[config.mk]
export PLATFORM = sky130hd
export DESIGN_NAME = id_fwd_stage
export DESIGN_NICKNAME = d
export VERILOG_FILES = /design/src/rtl/id_fwd_stage.sv
export SDC_FILE = /design/constraint.sdc
export NUM_CORES = 1
export LEC_CHECK = 0
export ABC_CLOCK_PERIOD_IN_PS = 3400
export CORE_ASPECT_RATIO = 1.25
export CORE_UTILIZATION = 44
export CTS_BUF_LIST = sky130_fd_sc_hd__clkbuf_4
export CTS_CLUSTER_SIZE = 10
export DETAILED_ROUTE_END_ITERATION = 7
export PLACE_DENSITY = 0.82
export SYNTH_ARGS = -nofsm -noshare
export SYNTH_HDL_FRONTEND = slang
export SYNTH_SLANG_ARGS = --single-unit
[constraint.sdc]
create_clock -name clk -period 3.4 [get_ports clk]
set_input_delay 0.68 -clock clk [delete_from_list [all_inputs] [get_ports clk]]
set_output_delay 0.68 -clock clk [all_outputs]
set_load 0.02 [all_outputs]
[src/rtl/id_fwd_stage.sv]
// Instruction-decode stage: field decode, write-back bypass, multi-depth
// forward-select generation and a load-use interlock feeding the ID/EX register.
module id_fwd_stage #(
  parameter  int DATA_W         = 32,
  parameter  int FWD_DEPTH      = 2,
  parameter  int LOAD_USE_STALL = 1,
  localparam int FS_W           = $clog2(FWD_DEPTH + 1)
) (
  input  logic              clk,
  input  logic              rst,
  input  logic [31:0]       instr_in,
  input  logic              in_valid,
  output logic              in_ready,
  input  logic              flush,
  output logic [4:0]        rs_addr,
  output logic [4:0]        rt_addr,
  input  logic [DATA_W-1:0] rs_data,
  input  logic [DATA_W-1:0] rt_data,
  input  logic              wb_we,
  input  logic [4:0]        wb_addr,
  input  logic [DATA_W-1:0] wb_data,
  output logic              out_valid,
  output logic [5:0]        opcode_out,
  output logic [DATA_W-1:0] imm_out,
  output logic [DATA_W-1:0] val_rs_out,
  output logic [DATA_W-1:0] val_rt_out,
  output logic [4:0]        rwd_out,
  output logic [FS_W-1:0]   rs_fwd,
  output logic [FS_W-1:0]   rt_fwd,
  output logic              rs_ld,
  output logic              rt_ld
);

  typedef enum logic [5:0] {
    OP_RTYPE = 6'h00,
    OP_JUMP  = 6'h02,
    OP_BEQ   = 6'h04,
    OP_LDW   = 6'h23,
    OP_SDW   = 6'h2B,
    OP_STALL = 6'h3F
  } opcode_e;

  logic [5:0]        op;
  logic              is_ldw, is_sdw, is_beq, is_jump, is_bub, is_rtype;
  logic [4:0]        rs, rt, rwd;
  logic              rs_used, rt_used;
  logic [DATA_W-1:0] rs_val, rt_val, imm;
  logic [FS_W-1:0]   rs_sel, rt_sel;
  logic              rs_sel_ld, rt_sel_ld;
  logic              stall, issue;

  logic              hist_v   [1:FWD_DEPTH];
  logic [4:0]        hist_rwd [1:FWD_DEPTH];
  logic              hist_ld  [1:FWD_DEPTH];

  always_comb begin
    op       = instr_in[31:26];
    is_ldw   = (op == OP_LDW);
    is_sdw   = (op == OP_SDW);
    is_beq   = (op == OP_BEQ);
    is_jump  = (op == OP_JUMP);
    is_bub   = (op == OP_STALL);
    is_rtype = (op == OP_RTYPE);
    rs       = instr_in[20:16];
    rt       = (is_sdw || is_beq || is_ldw) ? instr_in[25:21] : instr_in[15:11];
    rwd      = (is_sdw || is_beq || is_jump || is_bub) ? 5'd0 : instr_in[25:21];
    rs_used  = !(is_jump || is_bub);
    rt_used  = is_rtype || is_sdw || is_beq;
    imm      = DATA_W'($signed(instr_in[15:0]));
    rs_val   = (wb_we && wb_addr != 5'd0 && wb_addr == rs) ? wb_data : rs_data;
    rt_val   = (wb_we && wb_addr != 5'd0 && wb_addr == rt) ? wb_data : rt_data;
  end

  // Scan oldest to newest so the nearest matching producer overwrites older ones.
  always_comb begin
    rs_sel    = '0;
    rt_sel    = '0;
    rs_sel_ld = 1'b0;
    rt_sel_ld = 1'b0;
    for (int unsigned k = FWD_DEPTH; k >= 1; k--) begin
      if (rs_used && rs != 5'd0 && hist_v[k] && hist_rwd[k] == rs) begin
        rs_sel    = FS_W'(k);
        rs_sel_ld = hist_ld[k];
      end
      if (rt_used && rt != 5'd0 && hist_v[k] && hist_rwd[k] == rt) begin
        rt_sel    = FS_W'(k);
        rt_sel_ld = hist_ld[k];
      end
    end
  end

  always_comb begin
    stall = (LOAD_USE_STALL != 0) && in_valid && !flush && hist_v[1] && hist_ld[1] &&
            ((rs_used && rs != 5'd0 && hist_rwd[1] == rs) ||
             (rt_used && rt != 5'd0 && hist_rwd[1] == rt));
    issue = in_valid && !flush && !stall;
  end

  assign in_ready = ~stall;
  assign rs_addr  = rs;
  assign rt_addr  = rt;

  always_ff @(posedge clk) begin
    if (rst) begin
      out_valid  <= 1'b0;
      opcode_out <= OP_STALL;
      imm_out    <= '0;
      val_rs_out <= '0;
      val_rt_out <= '0;
      rwd_out    <= '0;
      rs_fwd     <= '0;
      rt_fwd     <= '0;
      rs_ld      <= 1'b0;
      rt_ld      <= 1'b0;
      for (int unsigned k = 1; k <= FWD_DEPTH; k++) begin
        hist_v[k]   <= 1'b0;
        hist_rwd[k] <= '0;
        hist_ld[k]  <= 1'b0;
      end
    end else begin
      hist_v[1]   <= issue && rwd != 5'd0;
      hist_rwd[1] <= rwd;
      hist_ld[1]  <= is_ldw;
      for (int unsigned k = 2; k <= FWD_DEPTH; k++) begin
        hist_v[k]   <= hist_v[k-1];
        hist_rwd[k] <= hist_rwd[k-1];
        hist_ld[k]  <= hist_ld[k-1];
      end
      out_valid <= issue;
      if (issue) begin
        opcode_out <= op;
        imm_out    <= imm;
        val_rs_out <= rs_val;
        val_rt_out <= rt_val;
        rwd_out    <= rwd;
        rs_fwd     <= rs_sel;
        rt_fwd     <= rt_sel;
        rs_ld      <= rs_sel_ld;
        rt_ld      <= rt_sel_ld;
      end else begin
        // Bubble: operand values and immediate keep their last contents.
        opcode_out <= OP_STALL;
        rwd_out    <= '0;
        rs_fwd     <= '0;
        rt_fwd     <= '0;
        rs_ld      <= 1'b0;
        rt_ld      <= 1'b0;
      end
    end
  end

endmodule

==> reports/results.ini <==
[logic_synthesis]
synth_flop_cell=dfxtp_1
synth_seq_cells=112
avgSynthCellArea_um2=8.47
netlist_area_mm2=0.00626
ys_seq_area_share_pct=35.8
synthArstFlopShare_pct=0
ys_warn_count=0
synth_edf_count=0
ys_types=47
synthCells=739
syn_nets=877

[power]
power.switching_mw=0.893
cell_internal_pwr_mw=1.99
sw_frac_of_total_pct=31.0
p_comb_share_pct=29.3
power_density_mw_per_mm2=304
pwr-share-seq_pct=49.6
power_frac_clock_pct=21.1
vdd_drop_max_uv=259
p_total_mw=2.88
p_leak_nw=3.77

[global_route]
grt_max_degree=77
grt_pass1_wl_um=31300
grt_pass1_vias=6164
antenna_found_initial=0
gr-total-overflow=0
track_usage_pct=27.5

[setup_path]
cp-startpoint=instr_in[29]
crit_end=in_ready
startpoint_type=input pin
r2r-start=hist_rwd[1][2]
end_kind=output port
reg2reg_slack_ns=0.70
crit_type=in -> out
worstPathArrival_ns=2.71
cp_max_fo=4
crit_required_ns=2.72
r2r_cells=9
rr_endpoint=imm_out[4]

[routing]
viasPerCell=5.28
wirelength_um=20300
wl_met1_um=7780
drt_iter0_markers=283
met3_length_um=1360
wl_met2_um=10600
wl_per_cell_um=17.1
top_layer_used=met4
ant_nets=0
drcViolationCount=0
first_pass_iters=6
vias=6241

[finish]
fillerInstances=1151
fin_util_pct=68.3
final_common_cell=clkdlybuf4s50_1
syn_to_final_growth_pct=51.2
most-common-layout-cells=clkdlybuf4s50_1, dfxtp_1, nand2_1, mux2i_1, nor2_1
final_nets=1142
regArea_mm2=0.00224
instances_no_fill=1183
n_antenna_cell=0
layout-drive-gt1-share_pct=13.6
multi_input_comb_area_mm2=0.00364

[floorplan]
boundaryPins=263
core_mm2=0.0139
dieWidth_um=109
die-area_mm2=0.0147
die_h_um=135
fp-row-count=48
start_util_pct=45.1

[status]
status=finished clean

[cts]
root_buffer=clkbuf_4
clk_latency_ns=0.47
cts.path.max_buffers=2
clk_pin_slew_ns=0.17
cts_buffers=9
ctsHoldBuffers=0
cts_sinks=112
htreeDepth=3
cts_tree=done

[sta]
max_slew_margin_pct=56.7
layout_setup_ws_ns=0.00798
hold_violations=0
setup_viol=0
max_freq_ghz=0.295
tightestPinTransition_ns=0.647
rsz0062_at_grt=true
drv_slew=0
layout_min_cycle_time_ns=3.39
fin_tns_setup_ns=0
min_period_over_period_pct=99.8
worst_clock_skew_ns=0.0153

[min_path]
min_path_type=reg -> reg

[placement]
dp_hpwl_um=14900
dp_slack_ns=-0.677
finalWeightedCongestion=0.894
place_inst=1160
io_buffers=262

[flow_run]
drv_cap=0

-- power by group through the flow --
stage	Sequential [mW]	Combinational, mW	Clock [mW]
CTS	1.43	0.844	0.624
floorplan	1.52	0.327	0
global route	1.44	0.902	0.663
detailed placement	1.45	0.832	0
finish	1.43	0.844	0.607
global placement	1.45	0.825	0
-- cell families after synthesis --
logic type	Yosys count	share of synthesized area, %
muxes	119	19.9
DFF	112	35.8
xor gates and xnor gates	24	3.36
AOI/OAI and AO/OA	128	13.4
and+or+nand+nor	272	20.5
buffers and inverters	84	7.01
-- metal layers --
metal  track usage (%)  up-vias
met5                 0        -
met4              9.76        0
met3              6.78       44
met2              50.2      223
met1              30.3     2918
li1                  -     3056
-- cell type report --
type | instances | area share [%]
Clock buffer | 9 | 0.714
Clock inverter | 6 | 0.462
Inverter | 11 | 0.462
Multi-Input combinational cell | 543 | 38.5
Sequential cell | 112 | 23.7
Tap cell | 175 | 2.31
Timing Repair Buffer | 327 | 33.9
-- worst max-delay path: stages --
cell and delay [ns]:
clkdlybuf4s15_2 0.21, nor4_4 0.40, o2bb2ai_4 0.21, mux2i_2 0.26, o2111ai_1 0.16, or3_4 0.37, nor2_4 0.10, o2111ai_2 0.12
buf_6 0.17
-- how the worst min path moves through the flow --
stage / from / to / depth (start not counted)
finish: val_rs_out[15] / val_rs_out[15] / 2
global route: instr_in[27] / opcode_out[1] / 2
CTS: instr_in[27] / opcode_out[1] / 2
detailed placement: imm_out[11] / imm_out[11] / 2
global placement: imm_out[4] / imm_out[4] / 2
floorplan: hist_ld[2] / rt_ld / 2
-- sequential cells by signal, summed over array words and instances (netlist names) --
name / count
out_valid: 1
hist_v: 2
rwd_out: 5
rs_ld: 1
val_rt_out: 32
rs_fwd: 2
val_rs_out: 32
hist_ld: 2
opcode_out: 6
rt_fwd: 2
hist_rwd: 10
rt_ld: 1
imm_out: 16
-- per-stage QoR --
stage                     instance area (µm²)  hold WS [ns]
after global placement                   9240         0.441
final                                    9470         0.467
after detailed placement                 9240         0.451
after global routing                     9470         0.455
after CTS                                9440         0.441
after floorplan                          6260         0.438
-- Yosys cell counts (3+ instances only) --
cell type  count  area, µm²
dfxtp_1      112       2240
nand2_1      103        387
mux2i_1       84        841
nor2_1        79        297
a21oi_1       66        330
clkbuf_1      37        139
mux2_2        34        383
o211ai_1      33        248
nand2b_1      32        200
buf_4         24        180
xor2_1        15        131
nor2b_1       11       68.8
inv_1         10       37.5
buf_2          9       45.0
xnor2_1        9       78.8
and2_1         6       37.5
and3_1         6       37.5
nand3_1        6       30.0
or3_1          6       37.5
nor3_1         5       25.0
o21ai_0        5       25.0
or4_1          5       37.5
nor4_1         4       25.0
o22ai_1        4       25.0
buf_6          3       33.8
-- what timing repair did --
| action | in CTS | in global routing |
|---|---|---|
| endpoints found under the setup margin | 6 | 5 |
| resized for setup | 29 | 6 |
| endpoints found under the hold margin | 0 | 0 |
| pin swaps | 5 | 5 |
| buffers inserted | 6 | 2 |
No activity file was read; power rests on OpenSTA's default activity.
